$ cat config.mk
export PLATFORM = sky130hd
export DESIGN_NAME = decode_stage
export DESIGN_NICKNAME = d
export VERILOG_FILES = /design/src/rtl/decode_pkg.sv /design/src/rtl/imm_gen.sv /design/src/rtl/decode_stage.sv
export SDC_FILE = /design/constraint.sdc
export NUM_CORES = 1
export LEC_CHECK = 0
export CAP_MARGIN = 0
export CORE_UTILIZATION = 30
export DETAILED_ROUTE_END_ITERATION = 8
export PLACE_DENSITY = 0.62
export SLEW_MARGIN = 20
export SYNTH_ARGS = -nofsm -noshare
export SYNTH_HDL_FRONTEND = slang
export SYNTH_SLANG_ARGS = --single-unit
$ cat constraint.sdc
create_clock -name clk -period 5.7 [get_ports clk]
set_clock_uncertainty 0.2 [all_clocks]
set_input_delay 1.425 -clock clk [delete_from_list [all_inputs] [get_ports clk]]
set_output_delay 1.425 -clock clk [all_outputs]
set_load 0.02 [all_outputs]
$ cat src/rtl/decode_pkg.sv
// rtl/decode_pkg.sv - shared opcodes, format encoding and decoded bundle for the decode stage
package decode_pkg;

    localparam logic [6:0] OP_LOAD   = 7'b0000011;
    localparam logic [6:0] OP_IMM    = 7'b0010011;
    localparam logic [6:0] OP_IMM_32 = 7'b0011011;
    localparam logic [6:0] OP_AUIPC  = 7'b0010111;
    localparam logic [6:0] OP_STORE  = 7'b0100011;
    localparam logic [6:0] OP_OP     = 7'b0110011;
    localparam logic [6:0] OP_LUI    = 7'b0110111;
    localparam logic [6:0] OP_OP_32  = 7'b0111011;
    localparam logic [6:0] OP_BRANCH = 7'b1100011;
    localparam logic [6:0] OP_JALR   = 7'b1100111;
    localparam logic [6:0] OP_JAL    = 7'b1101111;
    localparam logic [6:0] OP_SYSTEM = 7'b1110011;

    typedef enum logic [2:0] {
        FMT_R   = 3'd0,
        FMT_I   = 3'd1,
        FMT_S   = 3'd2,
        FMT_B   = 3'd3,
        FMT_U   = 3'd4,
        FMT_J   = 3'd5,
        FMT_BAD = 3'd7
    } fmt_e;

    // Widest form of a decoded instruction; narrower datapaths keep their own
    // width-matched copy so no storage bits go unused.
    typedef struct packed {
        logic [6:0]  op;
        logic [2:0]  f3;
        logic [6:0]  f7;
        logic [4:0]  rs1;
        logic [4:0]  rs2;
        logic [4:0]  rd;
        logic [63:0] imm;
        fmt_e        fmt;
        logic        illegal;
        logic [63:0] pc;
    } decoded_t;

endpackage

$ cat src/rtl/imm_gen.sv
// rtl/imm_gen.sv - combinational format classifier and sign-extended immediate builder
module imm_gen
    import decode_pkg::*;
#(
    parameter int XLEN = 32
) (
    input  logic [31:0]     ins,
    output logic [2:0]      fmt,
    output logic [XLEN-1:0] imm,
    output logic            illegal
);

    fmt_e        fmt_s;
    logic [31:0] low32;

    // Classify by opcode; the W-suffixed opcodes only exist on a 64-bit datapath
    always_comb begin
        fmt_s = FMT_BAD;
        if (ins[1:0] == 2'b11) begin
            case (ins[6:0])
                OP_OP:     fmt_s = FMT_R;
                OP_OP_32:  fmt_s = (XLEN == 64) ? FMT_R : FMT_BAD;
                OP_LOAD,
                OP_IMM,
                OP_JALR,
                OP_SYSTEM: fmt_s = FMT_I;
                OP_IMM_32: fmt_s = (XLEN == 64) ? FMT_I : FMT_BAD;
                OP_STORE:  fmt_s = FMT_S;
                OP_BRANCH: fmt_s = FMT_B;
                OP_LUI,
                OP_AUIPC:  fmt_s = FMT_U;
                OP_JAL:    fmt_s = FMT_J;
                default:   fmt_s = FMT_BAD;
            endcase
        end
    end

    // Build the low 32 bits, then replicate bit 31 upward; R and BAD leave zero
    always_comb begin
        low32 = 32'd0;
        case (fmt_s)
            FMT_I:   low32 = {{20{ins[31]}}, ins[31:20]};
            FMT_S:   low32 = {{20{ins[31]}}, ins[31:25], ins[11:7]};
            FMT_B:   low32 = {{19{ins[31]}}, ins[31], ins[7], ins[30:25], ins[11:8], 1'b0};
            FMT_U:   low32 = {ins[31:12], 12'b0};
            FMT_J:   low32 = {{11{ins[31]}}, ins[31], ins[19:12], ins[20], ins[30:21], 1'b0};
            default: low32 = 32'd0;
        endcase
        imm        = {XLEN{low32[31]}};
        imm[31:0]  = low32;
    end

    assign fmt     = fmt_s;
    assign illegal = (fmt_s == FMT_BAD);

endmodule

$ cat src/rtl/decode_stage.sv
// rtl/decode_stage.sv - registered decode stage with in-order output queue and flush
module decode_stage
    import decode_pkg::*;
#(
    parameter int XLEN  = 32,
    parameter int PC_W  = 32,
    parameter int DEPTH = 2
) (
    input  logic            clk,
    input  logic            rst_n,
    input  logic            flush,
    input  logic            in_valid,
    output logic            in_ready,
    input  logic [31:0]     in_ins,
    input  logic [PC_W-1:0] in_pc,
    output logic            out_valid,
    input  logic            out_ready,
    output logic [6:0]      out_op,
    output logic [2:0]      out_f3,
    output logic [6:0]      out_f7,
    output logic [4:0]      out_rs1,
    output logic [4:0]      out_rs2,
    output logic [4:0]      out_rd,
    output logic [XLEN-1:0] out_imm,
    output logic [2:0]      out_fmt,
    output logic            out_illegal,
    output logic [PC_W-1:0] out_pc
);

    localparam int PW = (DEPTH > 1) ? $clog2(DEPTH) : 1;
    localparam int CW = $clog2(DEPTH + 1);

    typedef struct packed {
        logic [6:0]      op;
        logic [2:0]      f3;
        logic [6:0]      f7;
        logic [4:0]      rs1;
        logic [4:0]      rs2;
        logic [4:0]      rd;
        logic [XLEN-1:0] imm;
        logic [2:0]      fmt;
        logic            illegal;
        logic [PC_W-1:0] pc;
    } entry_t;

    entry_t          mem_q [DEPTH];
    entry_t          mem_d [DEPTH];
    logic [PW-1:0]   wr_ptr_q, wr_ptr_d;
    logic [PW-1:0]   rd_ptr_q, rd_ptr_d;
    logic [CW-1:0]   count_q, count_d;

    logic [2:0]      gen_fmt;
    logic [XLEN-1:0] gen_imm;
    logic            gen_illegal;
    entry_t          new_entry;
    entry_t          head;
    logic            push;
    logic            pop;

    imm_gen #(.XLEN(XLEN)) u_imm_gen (
        .ins     (in_ins),
        .fmt     (gen_fmt),
        .imm     (gen_imm),
        .illegal (gen_illegal)
    );

    assign in_ready  = (count_q != CW'(DEPTH));
    assign out_valid = (count_q != '0);
    assign push      = in_valid && in_ready && !flush;
    assign pop       = out_valid && out_ready && !flush;

    // Assemble the decoded bundle for the incoming instruction
    always_comb begin
        new_entry         = '0;
        new_entry.op      = in_ins[6:0];
        new_entry.f3      = in_ins[14:12];
        new_entry.f7      = in_ins[31:25];
        new_entry.rs1     = in_ins[19:15];
        new_entry.rs2     = in_ins[24:20];
        new_entry.rd      = in_ins[11:7];
        new_entry.imm     = gen_imm;
        new_entry.fmt     = gen_fmt;
        new_entry.illegal = gen_illegal;
        new_entry.pc      = in_pc;
    end

    // Next-state for pointers, occupancy and storage; flush wins over push and pop
    always_comb begin
        wr_ptr_d = wr_ptr_q;
        rd_ptr_d = rd_ptr_q;
        count_d  = count_q;
        for (int i = 0; i < DEPTH; i++) begin
            mem_d[i] = mem_q[i];
        end
        if (flush) begin
            wr_ptr_d = '0;
            rd_ptr_d = '0;
            count_d  = '0;
        end else begin
            if (push) begin
                mem_d[wr_ptr_q] = new_entry;
                wr_ptr_d        = wr_ptr_q + PW'(1);
            end
            if (pop) begin
                rd_ptr_d = rd_ptr_q + PW'(1);
            end
            case ({push, pop})
                2'b10:   count_d = count_q + CW'(1);
                2'b01:   count_d = count_q - CW'(1);
                default: count_d = count_q;
            endcase
        end
    end

    // Queue state; reset also clears storage so every output reads zero
    always_ff @(posedge clk or negedge rst_n) begin
        if (!rst_n) begin
            wr_ptr_q <= '0;
            rd_ptr_q <= '0;
            count_q  <= '0;
            for (int i = 0; i < DEPTH; i++) begin
                mem_q[i] <= '0;
            end
        end else begin
            wr_ptr_q <= wr_ptr_d;
            rd_ptr_q <= rd_ptr_d;
            count_q  <= count_d;
            for (int i = 0; i < DEPTH; i++) begin
                mem_q[i] <= mem_d[i];
            end
        end
    end

    assign head        = mem_q[rd_ptr_q];
    assign out_op      = head.op;
    assign out_f3      = head.f3;
    assign out_f7      = head.f7;
    assign out_rs1     = head.rs1;
    assign out_rs2     = head.rs2;
    assign out_rd      = head.rd;
    assign out_imm     = head.imm;
    assign out_fmt     = head.fmt;
    assign out_illegal = head.illegal;
    assign out_pc      = head.pc;

endmodule
==> run summary <==
Along the worst hold path, the cell count comes to 2. Power per cell area: 376 mW/mm^2. The run gives 0 as the setup violation total in the final timing report. The run gives 0 as the number of failing hold endpoints at the final stage. Once the floorplan was initialized, standard cells occupied 30.5% of the core. STA classifies the critical path endpoint as a primary output. TritonCTS built the clock tree. The worst vdd rail ir drop is 0.000196 V. Counting every net in the synthesized netlist gives 1,032. The die height came out at 178 um. The worst register-to-register path has a setup slack of 3.07 ns. Setup total negative slack on the finished layout was measured at 0 ns. The number of antenna violations at the first check in global routing is 0. The number of top-level pins is 171. After the last flow step, the layout net total stands at 1,180. For the count of filler cells inserted in the layout, the log shows 3,039. The type of the worst setup path was reg -> out. The classification of the worst-slack hold path was reg -> reg.

The number of hold buffers added after CTS was 0. In this run the deepest clock path goes through 3 buffers. Buffers placed on the I/O ports in this run total 170. The synthesized netlist occupies a cell area of 0.00934 sq mm.

From synthesis to final layout, the design area changed by 31.0%. Setup repair after global routing left no endpoint under its margin. The run gives 233 MHz as the maximum achievable frequency.

The run finished with clean final reports. For this block, the initial DRC count from the detailed router was 579. The CTS H-tree depth was 1; the overall routed net length was 26,300 um.

The number of pins with negative max-slew slack in the final report was 0. Data on the critical path is required at its endpoint by 4.07 ns. Leaving out filler cells and counting taps, the final layout contains 1,521.

Summed over all layers, the global routing overflow is 0. The wire length of the first global-routing pass was 41,100 um; the number of nets with antenna violations after routing was 0. Using the TritonRoute via totals, the vias-per-cell ratio works out to 4.84.

The worst path needs 4.29 ns of the cycle, external delays included. Of all flip-flops after synthesis, the portion carrying an async set or reset was 100%. For the pin with the worst max-slew slack, the measured transition is 1.03 ns.

The logs give 0.0306 sq mm for the standard cell core area and 124 for the pin count of the biggest net entering global routing. A synthesized cell averages 9.70 sq um. The repair_antennas step left the layout with diodes totalling 0. The clock net in this run drives a total of 204 sinks.

Highest net fanout along the worst path: 85. In this run, placement finished with an instance count of 1,481. The die covers 0.0318 sq mm. The cell at the root of the clock tree is sky130_fd_sc_hd__clkbuf_16.

For the total routing usage reported by global routing, the log shows 16.5%. Post-layout instance area: 0.0122 sq mm. The max-slew headroom at the worst pin was 31.7%. The run gives 7,119 as the via count of the first global-routing pass. In this run, synthesis inferred 0 flip-flops with an integrated enable. The count of synthesis-stage warnings from yosys was 0; the horizontal die dimension was 178 um. Summing the sequential cell areas from Yosys gives 54.6% of the chip area.

In the routed design, unresolved DRC markers number 0. For the static leakage, the log shows 0.00559 uW. At the later pin of the worst-skew pair, clock insertion delay measures 0.51 ns. Cells with a size suffix above 1 make up 14.9% of the layout.

The worst reg-to-reg path cell count came out at 5. In this run, synthesis produced a sequential element count of 204. The launching element type of the critical path was a flip-flop. In the final routed layout, each cell accounts on average for 17.3 um. The endpoint arrival time on the critical path is 2.66 ns, and the synthesized instance count is 963. Synthesis instantiated 54 different standard cells from the library.

The number of setup buffers added after CTS is 0. The cell area after placement was 0.0115 sq mm; the overall via count from detail_route was 7,364. The clock-pin slew on the worst setup and hold paths came out at 0.06 ns. The tools report the number of max-cap violations as 0. For this run, the leading register cell type out of synthesis is sky130_fd_sc_hd__dfrtp_1. The run gives 5 as the number of iterations in the first detailed-routing pass. Detailed placement finished with a half-perimeter wire length of 16,800 um. In this run, CTS created clock tree buffers numbering 24.

In this run the core area contains 64 standard-cell rows. Dividing the final minimum period by the clock period gives 75.2%. The final weighted congestion in routability-driven placement came out at 0.817.

Number of gates resized after cts: 0.
[layout by cell type, fill, tap and decap left out, types with 5 or more instances in the layout]
cell type                         netlist  routed
sky130_fd_sc_hd__o21ai_0               19      19
sky130_fd_sc_hd__inv_1                  6       6
sky130_fd_sc_hd__a31oi_1               24      24
sky130_fd_sc_hd__a221o_1               16      16
sky130_fd_sc_hd__clkbuf_8               0       5
sky130_fd_sc_hd__a22o_1                12      12
sky130_fd_sc_hd__clkbuf_1              32       5
sky130_fd_sc_hd__clkdlybuf4s50_1        0     169
sky130_fd_sc_hd__buf_4                  0      10
sky130_fd_sc_hd__clkbuf_16              0      24
sky130_fd_sc_hd__dfrtp_1              204     203
sky130_fd_sc_hd__nand3_1               10       9
sky130_fd_sc_hd__nor3_1                 9       6
sky130_fd_sc_hd__nand2_1              388     388
sky130_fd_sc_hd__a21oi_1               10      10
sky130_fd_sc_hd__mux2i_1                9       9
sky130_fd_sc_hd__nor2_1                40      40
sky130_fd_sc_hd__mux2_2               101     101
[power by group]
group | internal, uW | switching [uW] | total (uW) | leakage (uW)
logic | 562 | 616 | 1180 | 0.00264
clock network | 927 | 601 | 1530 | 0.000385
registers | 1750 | 152 | 1900 | 0.00257
total | 3240 | 1370 | 4610 | 0.00559
[critical path, stage by stage, from the launching register on]
cell and delay, ns:
sky130_fd_sc_hd__dfrtp_4 0.61, sky130_fd_sc_hd__buf_12 0.43, sky130_fd_sc_hd__mux2_2 0.41, sky130_fd_sc_hd__clkdlybuf4s50_1 0.59
[cell type report]
type                            instances  area (sq um)  area share (%)
Clock inverter                          6          95.1           0.777
Tap cell                              396           495            4.05
Timing Repair Buffer                  183          1840            15.1
Inverter                                7          26.3           0.215
Sequential cell                       204          5110            41.8
Clock buffer                           34           688            5.62
Multi-Input combinational cell        691          3980            32.5
[cells in the mapped netlist, types with 3 or more instances]
cell type	number	area, sq um
sky130_fd_sc_hd__nand2b_1	3	18.8
sky130_fd_sc_hd__a21oi_1	10	50.1
sky130_fd_sc_hd__nand4b_1	3	26.3
sky130_fd_sc_hd__mux2_2	101	1140
sky130_fd_sc_hd__inv_1	6	22.5
sky130_fd_sc_hd__o21ai_1	3	15.0
sky130_fd_sc_hd__nand3_1	10	50.1
sky130_fd_sc_hd__nor2_1	40	150
sky130_fd_sc_hd__nor3b_1	3	22.5
sky130_fd_sc_hd__clkbuf_1	32	120
sky130_fd_sc_hd__o21ai_0	19	95.1
sky130_fd_sc_hd__nor2b_1	4	25.0
sky130_fd_sc_hd__nor3_1	9	45.0
sky130_fd_sc_hd__dfrtp_1	204	5100
sky130_fd_sc_hd__a31oi_1	24	150
sky130_fd_sc_hd__a22o_1	12	105
sky130_fd_sc_hd__a221o_1	16	160
sky130_fd_sc_hd__buf_6	4	45.0
sky130_fd_sc_hd__nand2_1	388	1460
sky130_fd_sc_hd__buf_1	10	37.5
sky130_fd_sc_hd__buf_2	15	75.1
sky130_fd_sc_hd__mux2i_1	9	90.1
[registers in the layout, summed over array words and instances, names as in the netlist]
name,cells
mem_q,200
count_q,2
rd_ptr_q,1
wr_ptr_q,1
[path summary, 6_finish.rpt]
path | from | end
setup reg to reg | count_q[1] | mem_q[51]
hold / removal | mem_q[125] | mem_q[125]
hold reg to reg | mem_q[125] | mem_q[125]
setup / recovery | rd_ptr_q | out_rs2[4]
max in group asynchronous | rst_n | mem_q[176]
min in group asynchronous | rst_n | mem_q[9]
[layer usage]
metal	up-vias	wire length [um]	global-route usage [%]
met2	247	11300	24.3
met3	42	1860	3.45
li1	3520	-	-
met4	0	697	4.66
met1	3555	12400	24.1
met5	-	0	0
[cells by family (layout without fill, tap and decap cells)]
kind of cell    Yosys count  count (layout)  synth area share [%]
compound gates          100             100                  7.92
xor+xnor                  3               3                 0.281
buf+inv                  68             230                  3.25
flops                   204             204                  54.6
mux                     110             110                  13.1
simple gates            478             478                  20.8
[through the flow]
step	power [uW]	setup slack [ns]	util, %	hold slack [ns]
global route	4860	1.34	40.0	0.288
global placement	3080	1.47	37.4	0.251
floorplan	2570	2.68	-	0.238
detailed placement	3110	1.44	37.4	0.257
CTS	4670	1.41	40.0	0.272
finish	4610	1.41	40.0	0.267
Power figures use the tool's default switching activity.
